$ cat src/rtl/bka_multiword_seq_pkg.sv
// Shared definitions for the multi-word sequenced adder: word width,
// FSM encoding and index-width helper.
package bka_multiword_seq_pkg;

    localparam int WORD_W = 32;

    typedef enum logic [1:0] {
        IDLE = 2'd0,
        RUN  = 2'd1,
        DONE = 2'd2
    } state_e;

    // A single-word configuration still needs a one-bit index register.
    function automatic int idx_width(input int words);
        return (words > 1) ? $clog2(words) : 1;
    endfunction

endpackage

$ cat src/rtl/bka_32bit.sv
// 32-bit Brent-Kung prefix adder: up-sweep builds power-of-two group
// carries, down-sweep fills in the remaining positions.
module bka_32bit (
    input  logic [31:0] a,
    input  logic [31:0] b,
    input  logic        cin,
    output logic [31:0] sum,
    output logic        cout
);

    always_comb begin : prefix
        logic [31:0] p;
        logic [31:0] g;
        logic [31:0] pp;
        logic [31:0] gg;
        p     = a ^ b;
        g     = a & b;
        pp    = p;
        gg    = g;
        // Fold carry-in into bit 0 so gg[i] becomes the carry out of bit i.
        gg[0] = g[0] | (p[0] & cin);
        for (int d = 0; d < 5; d++) begin
            for (int i = (2 << d) - 1; i < 32; i += (2 << d)) begin
                gg[i] = gg[i] | (pp[i] & gg[i - (1 << d)]);
                pp[i] = pp[i] & pp[i - (1 << d)];
            end
        end
        for (int d = 3; d >= 0; d--) begin
            for (int i = (3 << d) - 1; i < 32; i += (2 << d)) begin
                gg[i] = gg[i] | (pp[i] & gg[i - (1 << d)]);
                pp[i] = pp[i] & pp[i - (1 << d)];
            end
        end
        sum  = p ^ {gg[30:0], cin};
        cout = gg[31];
    end

endmodule

$ cat src/rtl/bka_multiword_seq.sv
// WORDS*32-bit add/sub built from one 32-bit adder, one word per cycle LSW
// first, with the carry chained through a register between words.
module bka_multiword_seq
    import bka_multiword_seq_pkg::*;
#(
    parameter int WORDS = 4
) (
    input  logic                      clk,
    input  logic                      rst_n,
    input  logic                      in_valid,
    output logic                      in_ready,
    input  logic [WORDS*WORD_W-1:0]   in_a,
    input  logic [WORDS*WORD_W-1:0]   in_b,
    input  logic                      in_cin,
    input  logic                      in_sub,
    output logic                      out_valid,
    input  logic                      out_ready,
    output logic [WORDS*WORD_W-1:0]   out_sum,
    output logic                      out_cout
);

    localparam int IDX_W = idx_width(WORDS);

    state_e                        state, state_nxt;
    logic [IDX_W-1:0]              idx;
    logic                          carry;
    logic [WORDS-1:0][WORD_W-1:0]  a_q, b_q, sum_q;
    logic                          cout_q;
    logic [WORD_W-1:0]             add_sum;
    logic                          add_cout;
    logic                          last;
    logic                          accept;
    logic                          pop;

    assign last   = (idx == IDX_W'(WORDS - 1));
    assign accept = in_valid & in_ready;
    assign pop    = out_valid & out_ready;

    bka_32bit u_add (
        .a    (a_q[idx]),
        .b    (b_q[idx]),
        .cin  (carry),
        .sum  (add_sum),
        .cout (add_cout)
    );

    always_ff @(posedge clk or negedge rst_n) begin
        if (!rst_n) state <= IDLE;
        else        state <= state_nxt;
    end

    always_comb begin
        state_nxt = state;
        in_ready  = 1'b0;
        out_valid = 1'b0;
        case (state)
            IDLE: begin
                in_ready = 1'b1;
                if (accept) state_nxt = RUN;
            end
            RUN: begin
                if (last) state_nxt = DONE;
            end
            DONE: begin
                out_valid = 1'b1;
                if (pop) state_nxt = IDLE;
            end
            default: state_nxt = IDLE;
        endcase
    end

    // B is stored pre-inverted for subtraction so RUN is a plain add.
    always_ff @(posedge clk or negedge rst_n) begin
        if (!rst_n) begin
            a_q    <= '0;
            b_q    <= '0;
            sum_q  <= '0;
            carry  <= 1'b0;
            idx    <= '0;
            cout_q <= 1'b0;
        end else if (accept) begin
            a_q   <= in_a;
            b_q   <= in_b ^ {(WORDS*WORD_W){in_sub}};
            carry <= in_sub | in_cin;
            idx   <= '0;
        end else if (state == RUN) begin
            sum_q[idx] <= add_sum;
            carry      <= add_cout;
            idx        <= last ? '0 : idx + IDX_W'(1);
            if (last) cout_q <= add_cout;
        end
    end

    assign out_sum  = sum_q;
    assign out_cout = cout_q;

endmodule
$ cat config.mk
export PLATFORM = sky130hd
export DESIGN_NAME = bka_multiword_seq
export DESIGN_NICKNAME = d
export VERILOG_FILES = /design/src/rtl/bka_multiword_seq_pkg.sv /design/src/rtl/bka_32bit.sv /design/src/rtl/bka_multiword_seq.sv
export SDC_FILE = /design/constraint.sdc
export NUM_CORES = 1
export LEC_CHECK = 0
export BUFFER_PORTS_ARGS = -buffer_cell sky130_fd_sc_hd__buf_2
export CAP_MARGIN = 5
export CORE_ASPECT_RATIO = 1.4
export CORE_UTILIZATION = 54
export CTS_BUF_LIST = sky130_fd_sc_hd__clkbuf_2
export DETAILED_ROUTE_END_ITERATION = 6
export PLACE_DENSITY = 0.89
export SETUP_SLACK_MARGIN = 0.4
export SKIP_CTS_REPAIR_TIMING = 1
export SKIP_LAST_GASP = 1
export SYNTH_ARGS = -nofsm -noshare
export SYNTH_HDL_FRONTEND = slang
export SYNTH_SLANG_ARGS = --single-unit
$ cat constraint.sdc
create_clock -name clk -period 4.6 [get_ports clk]
set_input_delay 0.46 -clock clk [delete_from_list [all_inputs] [get_ports clk]]
set_output_delay 0.46 -clock clk [all_outputs]
set_load 0.05 [all_outputs]
==> results.tsv, run 1 <==
metric	value	unit
syn nets	2029	
All-Layer GR Usage	0.428	
Yosys top cell by area	dfrtp_1	
run status	stopped before the end	
Overflow after GRT	2	
Placer Congestion	0.903	
CTS Buf Count	89	
stage reached	5_1_grt	
IO Port Bufs	392	
Area contributors post-synth	dfrtp_1, nand2_1, mux4_2	
largest family of logic cells by synthesized area	simple AND/OR/NAND/NOR gates	
Main synth FF type	dfrtp_1	
number of synthesis warnings	0	
Initial Util	0.547	
FF+latch count, synth	390	
CTS root buf	clkbuf_2	
Synth Area in Compound Gates	0.0757	
portion of netlist area occupied by mux cells	0.109	
top cell type's share of synthesized area	0.537	
hpwl dp	34500	um
asr flop ratio synth	1.00	
pin count of the biggest net entering global routing	251	
register area share after synthesis	0.537	
Post-synth EDFFs	0	
adder-cell share of the synthesized area	0.0422	
Synth Cell Area	0.0182	mm2
Mean Syn Cell Area	10.6	um2
Stop Error	[ERROR GRT-0232] Routing congestion too high. Check the congestion heatmap in the GUI.	
Post-Syn Instances	1716	
Die W	157	um
xor-xnor portion of the synthesized cell area	0.0690	
Post-Synth Simple-Gate Area	0.136	
Distinct cells, synth	44	
Rows	79	
H-tree Lvls	3	
TritonCTS Sinks	390	
Die Ht	219	um
Max Buffers Root-to-Sink	3	
num ports	393	
worst endpoint after global-route timing repair	out_sum[123]$_DFFE_PN0P_/D	
worst ep type	register input	
per-layer routing:
metal,track usage,overflow
met5,0.00744,0
met4,0.342,2
met3,0.163,0
met2,0.655,0
met1,0.476,0
stage by stage:
stage	std cells	setup slack [ns]	hold slack, ns	util	cell area (um2)
2_1_floorplan	1716	0.716	0.164	-	18200
3_3_place_gp	2462	0.549	0.452	0.615	20400
3_5_place_dp	2462	0.454	0.457	0.615	20400
4_1_cts	2611	0.400	-0.507	0.638	21200
cells in the mapped netlist (2+ instances only):
cell type,count
buf_2,66
o211ai_2,2
a21o_2,2
ha_1,34
dfrtp_1,390
nand2b_1,5
mux4_2,64
nor3_1,2
mux2_1,38
o31ai_1,3
o21ai_0,204
a21oi_1,15
nor2b_1,2
nand4_1,4
fa_1,17
clkbuf_1,40
a21o_1,2
nor2_1,3
nand3_1,5
xor2_1,4
and2_1,2
a211oi_1,2
o21ai_1,16
mux2_2,10
inv_1,19
xnor2_1,139
nand2_1,608
o21a_1,2
logic make-up after synthesis:
family	count (synthesis)
AND/OR/NAND/NOR	638
flip-flops	390
AO/OA/AOI/OAI	256
XOR/XNOR	143
buffers and inverters	126
multiplexers	112
adder cells (fa/ha/maj)	51
==> run 2: changes to the inputs <==
--- a/config.mk
+++ b/config.mk
@@ -7,12 +7,9 @@
 export LEC_CHECK = 0
 export BUFFER_PORTS_ARGS = -buffer_cell sky130_fd_sc_hd__buf_2
 export CAP_MARGIN = 5
-export CORE_ASPECT_RATIO = 1.4
-export CORE_UTILIZATION = 54
-export CTS_BUF_LIST = sky130_fd_sc_hd__clkbuf_2
+export CORE_UTILIZATION = 39
 export DETAILED_ROUTE_END_ITERATION = 6
-export PLACE_DENSITY = 0.89
-export SETUP_SLACK_MARGIN = 0.4
+export PLACE_DENSITY_LB_ADDON = 0.15
 export SKIP_CTS_REPAIR_TIMING = 1
 export SKIP_LAST_GASP = 1
 export SYNTH_ARGS = -nofsm -noshare
==> results.tsv, run 2 <==
metric	value	unit
run status	complete, but fails checks	
violated checks	negative hold slack	
Core Area	0.0457	mm2
met2 Usage GRT	0.327	
num ports	393	
setup_tns	0	ns
DRT Wirelength	51600	um
Slew Limit Fails	0	
FF+latch count, synth	390	
max cap viols	0	
pin count of the biggest net entering global routing	137	
Rows	78	
die area	0.0474	mm2
Area contributors post-synth	dfrtp_1, nand2_1, mux4_2	
Max Buffers Root-to-Sink	3	
Die W	218	um
wire per inst	19.0	um
H-tree Lvls	2	
Yosys top cell by area	dfrtp_1	
most common cell in the netlist	nand2_1	
Final Hold Vio Count	37	
number of synthesis warnings	0	
CTS tree	done	
Reg2Reg Launch Point	idx[0]$_DFFE_PN0P_	
Worst Hold Class	in2async	
Worst-Margin Slew	0.979	ns
Final min period	4.33	ns
CP Capture Type	flop	
top cell type's share of synthesized area	0.537	
IO Port Bufs	392	
Post-synth EDFFs	0	
first drt pass iteration count	5	
reg2reg path depth	14	
commonest non-fill, non-tap cell in the layout	nand2_1	
Placer Congestion	0.842	
vias per inst	4.88	
fmax	231	MHz
syn nets	2029	
DRT iter0 DRCs	838	
worst-skew pair later-pin latency	0.57	ns
All-Layer GR Usage	0.220	
ANT nets after route	0	
global route hottest layer	met2	
CTS Buf Count	45	
Mean Syn Cell Area	10.6	um2
hpwl dp	37900	um
CTS root buf	clkbuf_16	
Syn-to-layout area delta	22.2	%
Worst-path clk slew	0.06	ns
total number of vias	13200	
Post-Syn Instances	1716	
asr flop ratio synth	1.00	
drc violations	0	
Distinct cells, synth	44	
met3 Use GR	0.0425	
first-pass GRT wire length	79200	um
CP Class	reg2reg	
ratio of cells with drive above 1 in the final layout	0.274	
Crit path arrival time	4.74	ns
Max transition margin	0.347	
Final Cycle Share	0.941	
GRT met1 Usage	0.325	
Reg2Reg Setup Slack	0.27	ns
Synth Cell Area	0.0182	mm2
clock skew	0.0208	ns
Overflow after GRT	0	
TritonCTS Sinks	390	
Die Ht	218	um
Initial Util	0.398	
register area share after synthesis	0.537	
RSZ-0062 raised after global routing	false	
Main synth FF type	dfrtp_1	
Worst R2R End	out_sum[47]$_DFFE_PN0P_	
Finish-stage setup viols	0	
initial antenna violation count	12	
Layout Nets	2384	
WHS	-0.0413	ns
most frequent cells in the layout	nand2_1, buf_2, dfrtp_1	
most common library cells after synthesis	nand2_1, dfrtp_1, o21ai_0	
Setup crit start kind	flop	
critical path data required time	5.01	ns
worst-path maximum fanout	9	
number of global-route vias before repair	13400	
run 2: final cells by class:
class,count,area [um2]
diodes,5,12.5
clock buffers,69,1310
well taps,600,751
multi-input cells,1200,7870
repair buffers,415,2260
clock inverters,11,144
fillers,4326,23500
flip-flops and latches,390,9770
inverters,19,71.3
run 2: worst max-delay path, cell delays in order, from the launching register on:
cell and delay, ns:
dfrtp_4 0.55, mux4_2 0.53, inv_1 0.09, fa_1 0.17
inv_1 0.06, fa_1 0.47, a211oi_2 0.23, o21ai_2 0.16
o211ai_1 0.18, and2_1 0.20, o21a_1 0.20, o21ai_1 0.11
fa_1 0.44, xnor2_1 0.58, o21ai_0 0.19
run 2: routing by layer:
metal  wire length [um]  vias to the layer above
met2              22600                      346
li1                   -                     6386
met5                 58                        -
met1              24900                     6411
met3               2840                       80
met4               1180                        8
run 2: metrics by stage:
stage	setup WS, ns	area (um2)	hold slack, ns	utilization	std cells
detailed placement	0.117	20700	0.457	0.453	2624
finish	0.273	22200	-0.0413	0.486	2709
CTS	0.0894	22200	-0.0197	0.485	2704
global route	0.00604	22200	0.0283	0.486	2706
floorplan	0.716	18200	0.164	-	1716
global placement	0.191	20700	0.452	0.453	2624
run 2: worst max path at each step:
stage / slack [ns] / cells past startpoint / endpoint / startpoint
after detailed placement: 0.12 / 14 / out_sum[19]$_DFFE_PN0P_ / idx[0]$_DFFE_PN0P_
after global routing: 0.006 / 14 / out_sum[79]$_DFFE_PN0P_ / idx[0]$_DFFE_PN0P_
after CTS: 0.09 / 14 / out_sum[19]$_DFFE_PN0P_ / idx[0]$_DFFE_PN0P_
after global placement: 0.19 / 14 / out_sum[83]$_DFFE_PN0P_ / idx[0]$_DFFE_PN0P_
after floorplan: 0.72 / 15 / out_sum[14]$_DFFE_PN0P_ / idx[0]$_DFFE_PN0P_
final: 0.27 / 14 / out_sum[47]$_DFFE_PN0P_ / idx[0]$_DFFE_PN0P_
run 2: logic make-up (layout without fill, tap and decap cells):
group                    count (synthesis)  count (layout)  share of synthesized area
adder cells (fa/ha/maj)                 51              51                     0.0422
AO/OA/AOI/OAI                          256             256                     0.0757
buffers and inverters                  126             514                     0.0308
other                                    0               5                          0
XOR/XNOR                               143             143                     0.0690
multiplexers                           112             112                      0.109
AND/OR/NAND/NOR                        638             638                      0.136
flip-flops                             390             390                      0.537
Power of run 2 is not shown: default switching activity piles up to over one toggle a cycle in this logic, so the estimate is an artifact.
